## config.mk

```make
export PLATFORM = sky130hd
export DESIGN_NAME = program_loader
export DESIGN_NICKNAME = d
export VERILOG_FILES = /design/src/rtl/program_loader_pkg.sv /design/src/rtl/program_loader.sv
export SDC_FILE = /design/constraint.sdc
export NUM_CORES = 1
export LEC_CHECK = 0
export BUFFER_PORTS_ARGS = -buffer_cell sky130_fd_sc_hd__clkbuf_2
export CAP_MARGIN = 15
export CELL_PAD_IN_SITES_DETAIL_PLACEMENT = 1
export CELL_PAD_IN_SITES_GLOBAL_PLACEMENT = 1
export CORE_MARGIN = 5
export CORE_UTILIZATION = 25
export DETAILED_ROUTE_END_ITERATION = 8
export GPL_TIMING_DRIVEN = 0
export PLACE_DENSITY_LB_ADDON = 0.1
export REMOVE_ABC_BUFFERS = 1
export SLEW_MARGIN = 20
export SYNTH_ARGS = -nofsm -noshare
export SYNTH_HDL_FRONTEND = slang
export SYNTH_SLANG_ARGS = --single-unit
```

## constraint.sdc

```tcl
create_clock -name clk -period 3.7 [get_ports clk]
set_clock_uncertainty 0.15 [all_clocks]
set_input_delay 0.185 -clock clk [delete_from_list [all_inputs] [get_ports clk]]
set_output_delay 0.185 -clock clk [all_outputs]
set_load 0.05 [all_outputs]
```

## src/rtl/program_loader_pkg.sv

```systemverilog
// Shared definitions for the boot-time program loader: FSM state encoding,
// frame field sizes and the checksum fold used on every payload byte.
package program_loader_pkg;

    typedef enum logic [2:0] {
        ST_IDLE   = 3'd0,
        ST_LEN_HI = 3'd1,
        ST_LEN_LO = 3'd2,
        ST_DATA   = 3'd3,
        ST_CSUM   = 3'd4,
        ST_DONE   = 3'd5,
        ST_ERR    = 3'd6
    } state_e;

    // Frame layout: big-endian length header, payload, one checksum byte.
    localparam int HDR_LEN_BYTES  = 2;
    localparam int CSUM_LEN_BYTES = 1;
    localparam int LEN_W          = 8 * HDR_LEN_BYTES;
    localparam int CSUM_W         = 8 * CSUM_LEN_BYTES;

    function automatic logic [CSUM_W-1:0] csum_fold(
        input logic [CSUM_W-1:0] acc,
        input logic [7:0]        data
    );
        return acc ^ data;
    endfunction

endpackage

```

## src/rtl/program_loader.sv

```systemverilog
// Boot loader: parses a framed byte stream, writes the payload into instruction
// memory from address 0 and releases the CPU only once the checksum matches.
module program_loader
    import program_loader_pkg::*;
#(
    parameter int MEM_BYTES = 1024,
    parameter int ADDR_W    = 10
) (
    input  logic              clk,
    input  logic              reset,
    input  logic              start,
    input  logic              in_valid,
    input  logic [7:0]        in_data,
    output logic              in_ready,
    output logic              imem_we,
    output logic [ADDR_W-1:0] imem_addr,
    output logic [7:0]        imem_wdata,
    output logic              cpu_reset,
    output logic              done,
    output logic              error
);

    localparam logic [LEN_W-1:0] MAX_LEN = LEN_W'(MEM_BYTES);

    state_e              state_q,      state_d;
    logic [LEN_W-1:0]    len_q,        len_d;
    logic [ADDR_W-1:0]   cnt_q,        cnt_d;
    logic [CSUM_W-1:0]   csum_q,       csum_d;
    logic                in_ready_q,   in_ready_d;
    logic                imem_we_q,    imem_we_d;
    logic [ADDR_W-1:0]   imem_addr_q,  imem_addr_d;
    logic [7:0]          imem_wdata_q, imem_wdata_d;
    logic                cpu_reset_q,  cpu_reset_d;
    logic                done_q,       done_d;
    logic                error_q,      error_d;

    logic                xfer_s;
    logic [LEN_W-1:0]    len_full_s;
    logic [LEN_W-1:0]    cnt_ext_s;
    logic                last_byte_s;

    assign xfer_s      = in_valid & in_ready_q;
    assign len_full_s  = {len_q[LEN_W-1:8], in_data};
    assign cnt_ext_s   = {{(LEN_W-ADDR_W){1'b0}}, cnt_q};
    // len_q >= 1 whenever DATA is active, so the subtraction cannot underflow there.
    assign last_byte_s = (cnt_ext_s == (len_q - {{(LEN_W-1){1'b0}}, 1'b1}));

    // Next-state, datapath and registered-output computation.
    always_comb begin
        state_d      = state_q;
        len_d        = len_q;
        cnt_d        = cnt_q;
        csum_d       = csum_q;
        imem_we_d    = 1'b0;
        imem_addr_d  = imem_addr_q;
        imem_wdata_d = imem_wdata_q;

        case (state_q)
            ST_IDLE, ST_DONE, ST_ERR: begin
                if (start) begin
                    state_d = ST_LEN_HI;
                    len_d   = {LEN_W{1'b0}};
                    cnt_d   = {ADDR_W{1'b0}};
                    csum_d  = {CSUM_W{1'b0}};
                end else begin
                    state_d = state_q;
                end
            end
            ST_LEN_HI: begin
                if (xfer_s) begin
                    len_d   = {in_data, 8'h00};
                    state_d = ST_LEN_LO;
                end else begin
                    state_d = ST_LEN_HI;
                end
            end
            ST_LEN_LO: begin
                if (xfer_s) begin
                    len_d = len_full_s;
                    if (len_full_s > MAX_LEN) begin
                        state_d = ST_ERR;
                    end else if (len_full_s == {LEN_W{1'b0}}) begin
                        state_d = ST_CSUM;
                    end else begin
                        state_d = ST_DATA;
                    end
                end else begin
                    state_d = ST_LEN_LO;
                end
            end
            ST_DATA: begin
                if (xfer_s) begin
                    imem_we_d    = 1'b1;
                    imem_addr_d  = cnt_q;
                    imem_wdata_d = in_data;
                    csum_d       = csum_fold(csum_q, in_data);
                    // Wraps only after the final byte of a full-size image; unused then.
                    cnt_d        = cnt_q + {{(ADDR_W-1){1'b0}}, 1'b1};
                    if (last_byte_s) begin
                        state_d = ST_CSUM;
                    end else begin
                        state_d = ST_DATA;
                    end
                end else begin
                    state_d = ST_DATA;
                end
            end
            ST_CSUM: begin
                if (xfer_s) begin
                    if (in_data == csum_q) begin
                        state_d = ST_DONE;
                    end else begin
                        state_d = ST_ERR;
                    end
                end else begin
                    state_d = ST_CSUM;
                end
            end
            default: begin
                state_d = ST_IDLE;
            end
        endcase

        // Status outputs follow the state being entered, so they line up with state_q.
        case (state_d)
            ST_LEN_HI, ST_LEN_LO, ST_DATA, ST_CSUM: in_ready_d = 1'b1;
            default:                                in_ready_d = 1'b0;
        endcase
        done_d      = (state_d == ST_DONE);
        error_d     = (state_d == ST_ERR);
        cpu_reset_d = (state_d != ST_DONE);
    end

    // State, datapath and output registers.
    always_ff @(posedge clk or posedge reset) begin
        if (reset) begin
            state_q      <= ST_IDLE;
            len_q        <= {LEN_W{1'b0}};
            cnt_q        <= {ADDR_W{1'b0}};
            csum_q       <= {CSUM_W{1'b0}};
            in_ready_q   <= 1'b0;
            imem_we_q    <= 1'b0;
            imem_addr_q  <= {ADDR_W{1'b0}};
            imem_wdata_q <= 8'h00;
            cpu_reset_q  <= 1'b1;
            done_q       <= 1'b0;
            error_q      <= 1'b0;
        end else begin
            state_q      <= state_d;
            len_q        <= len_d;
            cnt_q        <= cnt_d;
            csum_q       <= csum_d;
            in_ready_q   <= in_ready_d;
            imem_we_q    <= imem_we_d;
            imem_addr_q  <= imem_addr_d;
            imem_wdata_q <= imem_wdata_d;
            cpu_reset_q  <= cpu_reset_d;
            done_q       <= done_d;
            error_q      <= error_d;
        end
    end

    assign in_ready   = in_ready_q;
    assign imem_we    = imem_we_q;
    assign imem_addr  = imem_addr_q;
    assign imem_wdata = imem_wdata_q;
    assign cpu_reset  = cpu_reset_q;
    assign done       = done_q;
    assign error      = error_q;

endmodule
```

==> impl_results.md, run 1 <==
* Status: completed
* CTS buffer count at 9
* Drt total wl at 9880 µm
* Crit-path max FO at 30
* Synth unique cells at 56
* RePlAce Congestion at 0.745
* Fin nets at 428
* Final hold viol count at 0
* Slew Viols, Final at 0
* Placed wire-length estimate at 7160 µm
* Diode count at 0
* Placed inst area at 3660 µm²
* CTS Sinks at 60
* EDFF count, synth at 0
* Finished Cell Area at 4010 µm²
* Startpoint Class: flop
* Leakage power at 1.80 nW
* CTS Buffer Depth at 2
* Pwr dens at 512 nW/µm²
* Minimum clock period at 3210 ps
* DRC violations left at 0
* Overall Global Routing Usage at 13.4%
* Layout cells sized above 1 at 16.2%
* Syn_area_per_cell at 8.60 µm²
* Hold WS at 5.46 ps
* Synth async-reset ratio at 100%
* Setup bufs post-CTS at 0
* Vias in the first global route at 2978
* Switching part of the total at 31.1%
* Hold Path Class: input pin to flop
* Synth warnings at 0
* Vias per cell at 4.73
* Max_slew headroom at 43.4%
* Layout Utilization at 30.5%
* Final worst slack at 495 ps
* Rows at 42
* Final Setup Violations at 0
* Pin count of the biggest net entering global routing at 35
* RSZ-0062 raised after global routing: false
* Non-filler cells, final at 595
* Placed cell count at 577
* Maximum VDD drop at 0.000151 V
* FF-to-FF setup slack at 490 ps
* P&R area growth vs syn at 20.7%
* CTS tree: built
* Clock transition at path regs at 60 ps
* P_int at 1.41 mW
* Chip width at 125 µm
* Clock Power Share at 43.3%
* Core area at 13100 µm²
* WP data arrival at 3260 ps
* Combinational power share at 17.1%
* Initial DRC count at 87
* Cell Area, Synth at 3320 µm²
* Worst-Skew Late Latency at 330 ps
* Sequential share of power at 39.6%
* Crit Path Class: flop to flop
* Sw Pwr at 0.640 mW
* Routed vias at 2816
* First-pass GRT wire length at 16500 µm
* Final period util at 86.6%
* Actual slew at the worst max-slew pin at 846 ps
* Synth Flop Type: dfrtp_1
* CTS H-tree depth at 3
* CP required at 3750 ps
* Place WS at -366 ps
* Area of the multi-input gates at 1730 µm²
* First-pass detailed-route iteration total at 4
* Max Freq at 312 MHz
* Remaining Overflow, GRT at 0
* Fillers at 1570
* Die area at 15700 µm²
* Final antenna-violating net count at 0
* Register bit count reported by yosys at 60
* CP Capture Type: flop
* I/O Buffers at 34
* Die Height at 125 µm
* WL per Instance at 16.6 µm
* IO Pins at 35
* Initial Utilization at 25.3%
* Initial antenna violation count at 0
* Reg area at 1500 µm²
* Clock root buffer: clkbuf_16
* Synth Instances at 386
* Post-synthesis sequential area ratio at 45.3%
* Max Cap Viol at 0
## power by group through the flow
stage | clock [mW] | sequential (mW) | combinational (mW)
finish | 0.890 | 0.813 | 0.352
global route | 0.953 | 0.828 | 0.389
CTS | 0.924 | 0.815 | 0.360
detailed placement | 0 | 0.827 | 0.357
global placement | 0 | 0.824 | 0.349
floorplan | 0 | 0.917 | 0.152
## cell usage in the layout (no fill, tap or decap), types with 2 or more instances in the layout
| cell type | count |
|---|---|
| and4_1 | 3 |
| nor4_2 | 3 |
| clkbuf_2 | 34 |
| or4_1 | 3 |
| nor2b_1 | 5 |
| and3_1 | 2 |
| nand3b_1 | 3 |
| nor2_1 | 30 |
| nor4b_1 | 3 |
| o31ai_1 | 2 |
| clkbuf_8 | 3 |
| nor3b_1 | 2 |
| nand4_1 | 5 |
| a21oi_2 | 2 |
| a41oi_1 | 2 |
| nand4b_1 | 2 |
| inv_1 | 6 |
| or3_1 | 2 |
| clkbuf_16 | 9 |
| nand3_1 | 9 |
| nor3_1 | 6 |
| nand2_1 | 93 |
| o21ai_0 | 38 |
| ha_1 | 2 |
| a21o_1 | 2 |
| nor4_1 | 5 |
| or2_2 | 2 |
| xor2_1 | 16 |
| xnor2_1 | 17 |
| nand2b_1 | 3 |
| a31oi_1 | 3 |
| dfrtp_1 | 59 |
| a21oi_1 | 8 |
## path summary, 6_finish.rpt
| check | start | end | depth (start not counted) |
|---|---|---|---|
| worst max-delay path | state_q[0] | cnt_q[9] | 8 |
| worst min register to register | imem_addr[4] | imem_addr[4] | 2 |
| min in group asynchronous | reset | imem_we | 3 |
| worst min-delay path | in_data[7] | len_q[15] | 3 |
| max in group asynchronous | reset | cpu_reset | 4 |
| worst max register to register | state_q[0] | cnt_q[9] | 8 |
## worst max-delay path, stage by stage, from the launching register on
cell and delay [ps]:
dfrtp_1 620, nand2b_1 170, nor2_1 420, nand3_4 400, clkinvlp_4 410, a21oi_2 200, nor4b_1 440, xnor2_1 160
nor2_1 60
## layout make-up
| class | count | area share, % |
|---|---|---|
| Multi-Input combinational cell | 298 | 43.2 |
| Timing Repair inverter | 1 | 0.125 |
| Clock inverter | 3 | 1.09 |
| Clock buffer | 13 | 6.74 |
| Tap cell | 176 | 5.49 |
| Sequential cell | 60 | 37.5 |
| Inverter | 8 | 0.905 |
| Timing Repair Buffer | 36 | 4.99 |
## state kept, by name, indices dropped and copies added (netlist names)
register / count
state_q: 3
len_q: 16
csum_q: 8
in_ready: 1
imem_wdata: 8
imem_we: 1
cnt_q: 10
imem_addr: 10
error: 1
done: 1
cpu_reset: 1
## layer usage
| layer | track usage, % | part of all wire, % | vias up | wire [µm] |
|---|---|---|---|---|
| li1 | - | - | 1395 | - |
| met1 | 18.6 | 51 | 1375 | 5020 |
| met2 | 20.4 | 45 | 34 | 4460 |
| met3 | 2.52 | 2.2 | 12 | 220 |
| met4 | 5.74 | 1.8 | 0 | 181 |
| met5 | 0 | 0 | - | 0 |
## cells by family (layout without fill, tap and decap cells)
| group | after synthesis | count (layout) | synth area share, % |
|---|---|---|---|
| xor gates and xnor gates | 33 | 33 | 8.70 |
| adders and majority gates | 2 | 2 | 0.753 |
| muxes | 2 | 2 | 0.641 |
| and+or+nand+nor | 190 | 190 | 28.6 |
| buffers and inverters | 28 | 61 | 3.24 |
| AOI/OAI and AO/OA | 71 | 71 | 12.8 |
| DFF | 60 | 60 | 45.3 |
## metrics by stage
| step | power, mW | TNS (ps) |
|---|---|---|
| global placement | 1.17 | -12190 |
| finish | 2.05 | 0 |
| floorplan | 1.07 | 0 |
| detailed placement | 1.18 | -980 |
| global route | 2.17 | 0 |
| CTS | 2.10 | 0 |
## timing repair
item                                    CTS  global route
hold endpoints to repair                 26             0
gates resized for setup                   1             1
endpoints found under the setup margin   12             3
cloned                                    1             0
hold buffers                              1             0
## cell usage after synthesis (3+ instances only)
master / count / share of area (%)
a21oi_1: 10 / 1.5
a31oi_1: 3 / 0.57
and4_1: 3 / 0.79
clkbuf_1: 18 / 2.0
dfrtp_1: 59 / 44
inv_1: 8 / 0.90
nand2_1: 93 / 11
nand2b_1: 3 / 0.57
nand3_1: 10 / 1.5
nand3b_1: 3 / 0.68
nand4_1: 5 / 0.94
nor2_1: 30 / 3.4
nor2b_1: 5 / 0.94
nor3_1: 6 / 0.90
nor4_1: 5 / 0.94
nor4_2: 3 / 1.1
nor4b_1: 3 / 0.79
o21ai_0: 38 / 5.7
or4_1: 3 / 0.68
xnor2_1: 17 / 4.5
xor2_1: 16 / 4.2
(Power assumes the default switching activity.)
==> run 2, diff against run 1 <==
CORE_UTILIZATION = 30   (was 25)
==> run 2 against run 1 <==
Sequential share of layout area increased by 1.1 points. Core utilization increased by 5.5 points. Flip-flop and latch count unchanged. Final cell count decreased by 5.4%. Power decreased by 14%. Sequential power about the same. Non-clock buffer count increased by 5. Largest cell class unchanged.
==> impl_results.md, run 2 (synthesis results as in run 1) <==
* Status: completed
* Setup bufs post-CTS at 0 (unchanged)
* Most frequent cells in the layout: 93 x nand2_1, 59 x dfrtp_1, 38 x o21ai_0
* Non-filler cells, final at 563 (-5.4%)
* Max Freq at 305 MHz (-2.2%)
* Chip width at 115 µm (-8.0%)
* Final antenna-violating net count at 0 (unchanged)
* CP Capture Type: flop
* CTS Sinks at 60 (unchanged)
* Worst path bufs/invs at 1 (unchanged)
* Placed inst area at 3630 µm² (-1.0%)
* Diode count at 0 (unchanged)
* Fin nets at 433 (+1.2%)
* CTS Buffer Depth at 2 (unchanged)
* First-pass GRT wire length at 15800 µm (-4.1%)
* DRC violations left at 0 (unchanged)
* Layout Utilization at 36.0% (+5.5 points)
* Final period util at 88.6% (+1.9 points)
* Routed vias at 2817 (+0.036%)
* RSZ-0062 raised after global routing: false
* Max Cap Viol at 0 (unchanged)
* Cell Chain, Critical Path: nand2b_1, nor2_1, nand3_4, clkinvlp_4, a21oi_2, nor4b_1, xnor2_1, nor2_1
* Final setup TNS at 0 ps (unchanged)
* Max_slew headroom at 43.5% (+0.14 points)
* Final hold viol count at 0 (unchanged)
* Placed cell count at 541 (-6.2%)
* Crit Path Class: flop to flop
* Layout cells sized above 1 at 15.8% (-0.39 points)
* Fillers at 1300 (-17%)
* Vias in the first global route at 2930 (-1.6%)
* WP data arrival at 3340 ps (+80 ps)
* Critical Path Most Common Cell: nor2_1
* First-pass detailed-route iteration total at 4 (unchanged)
* Core area at 10800 µm² (-17%)
* Drt total wl at 9430 µm (-4.6%)
* Final Setup Violations at 0 (unchanged)
* Die area at 13300 µm² (-15%)
* Leakage power at 1.76 nW (-2.2%)
* Reg area at 1500 µm² (unchanged)
* Clock transition at path regs at 80 ps (+20 ps)
* Critical Path Max Stage Delay at 620 ps (about the same)
* CTS tree: built
* Family with the most delay on the worst path: simple AND/OR/NAND/NOR gates
* Remaining Overflow, GRT at 0 (unchanged)
* Pwr dens at 453 nW/µm² (-12%)
* Maximum VDD drop at 0.000199 V (+31%)
* Most common cell after layout, fill and taps aside: nand2_1
* Minimum clock period at 3280 ps (+71.4 ps)
* CP required at 3760 ps (about the same)
* P&R area growth vs syn at 17.4%
* Pin count of the biggest net entering global routing at 42 (+20%)
* Largest register FFs at 16 (unchanged)
* Slowest CP cell: dfrtp_1
* IO Pins at 35 (unchanged)
* Rows at 38 (-9.5%)
* Hold Path Class: input pin to flop
* Hold WS at 4.94 ps (-0.512 ps)
* Slew Viols, Final at 0 (unchanged)
* I/O Buffers at 34 (unchanged)
* Reg with most FFs: len_q
* RePlAce Congestion at 0.823 (+11%)
* WL per Instance at 16.7 µm (+0.84%)
* Area of the multi-input gates at 1730 µm² (unchanged)
* Initial Utilization at 30.6% (+5.4 points)
* Crit-path max FO at 30 (unchanged)
* Initial DRC count at 88 (+1.1%)
* Actual slew at the worst max-slew pin at 847 ps (+1.06 ps)
* Worst-Skew Late Latency at 350 ps (+20 ps)
* Finished Cell Area at 3900 µm² (-2.7%)
* CTS buffer count at 9 (unchanged)
* Placed wire-length estimate at 6740 µm (-5.7%)
* Overall Global Routing Usage at 15.5% (+2.1 points)
* Startpoint Class: flop
* CTS H-tree depth at 3 (unchanged)
* Clock root buffer: clkbuf_8
* Initial antenna violation count at 0 (unchanged)
* Die Height at 115 µm (-8.0%)
* Vias per cell at 5.00 (+5.7%)
## run 2: cell count changes in the layout (fill, tap and decap cells not counted)
cell           change
buf_12             -1
dlygate4sd3_1      +5
clkbuf_8           +7
clkbuf_16          -9
clkinv_4           -1
buf_16             +1
clkinvlp_4         +2
## run 2: final timing paths
| kind | from | end | slack (ps) | depth (start not counted) |
|---|---|---|---|---|
| worst max-delay path | state_q[0] | cnt_q[9] | 420 | 8 |
| worst min-delay path | in_data[4] | len_q[12] | 5 | 3 |
| worst max register to register | state_q[0] | cnt_q[9] | 420 | 8 |
| worst min register to register | imem_wdata[3] | imem_wdata[3] | 320 | 2 |
| max in group asynchronous | reset | cpu_reset | 2650 | 4 |
| min in group asynchronous | reset | imem_addr[6] | 180 | 3 |
## run 2: routing by layer
metal,global-route usage [%],wire [µm]
met5,0,0
met4,5.63,130
met3,2.58,214
met2,25.9,4550
met1,20.2,4530
## run 2: metrics by stage
| stage | power, mW | setup WS (ps) |
|---|---|---|
| 6_report | 1.76 | 423 |
| 5_1_grt | 1.88 | 160 |
| 4_1_cts | 1.80 | 352 |
| 3_5_place_dp | 1.18 | -425 |
| 3_3_place_gp | 1.17 | -1250 |
| 2_1_floorplan | 1.07 | 656 |
## run 2: where the power goes
group / internal [mW] / switching [mW] / total, mW / leakage (nW)
clock: 0.325 / 0.272 / 0.597 / 0.0914
combinational: 0.113 / 0.242 / 0.355 / 0.893
sequential: 0.728 / 0.0849 / 0.813 / 0.774
total: 1.17 / 0.599 / 1.76 / 1.76
## run 2: cell type report
class                      count  area share [%]
multi-input combinational    298            44.4
clock buffer                  11            3.63
inverter                       8           0.931
timing repair inverter         1           0.128
timing repair buffer          41            6.61
tap                          140            4.49
sequential                    60            38.5
clock inverter                 4            1.28
## run 2: what timing repair did
action                                  4_1_cts  5_1_grt
gates resized for setup                       2        0
hold endpoints to repair                     69        0
hold buffers                                  6        0
endpoints found under the setup margin       12        0
## run 2: tightest hold or removal path: cells and delay by family
family,cells,cell delay (ps)
compound gates,1,60
buf+inv,1,150
simple gates,1,70
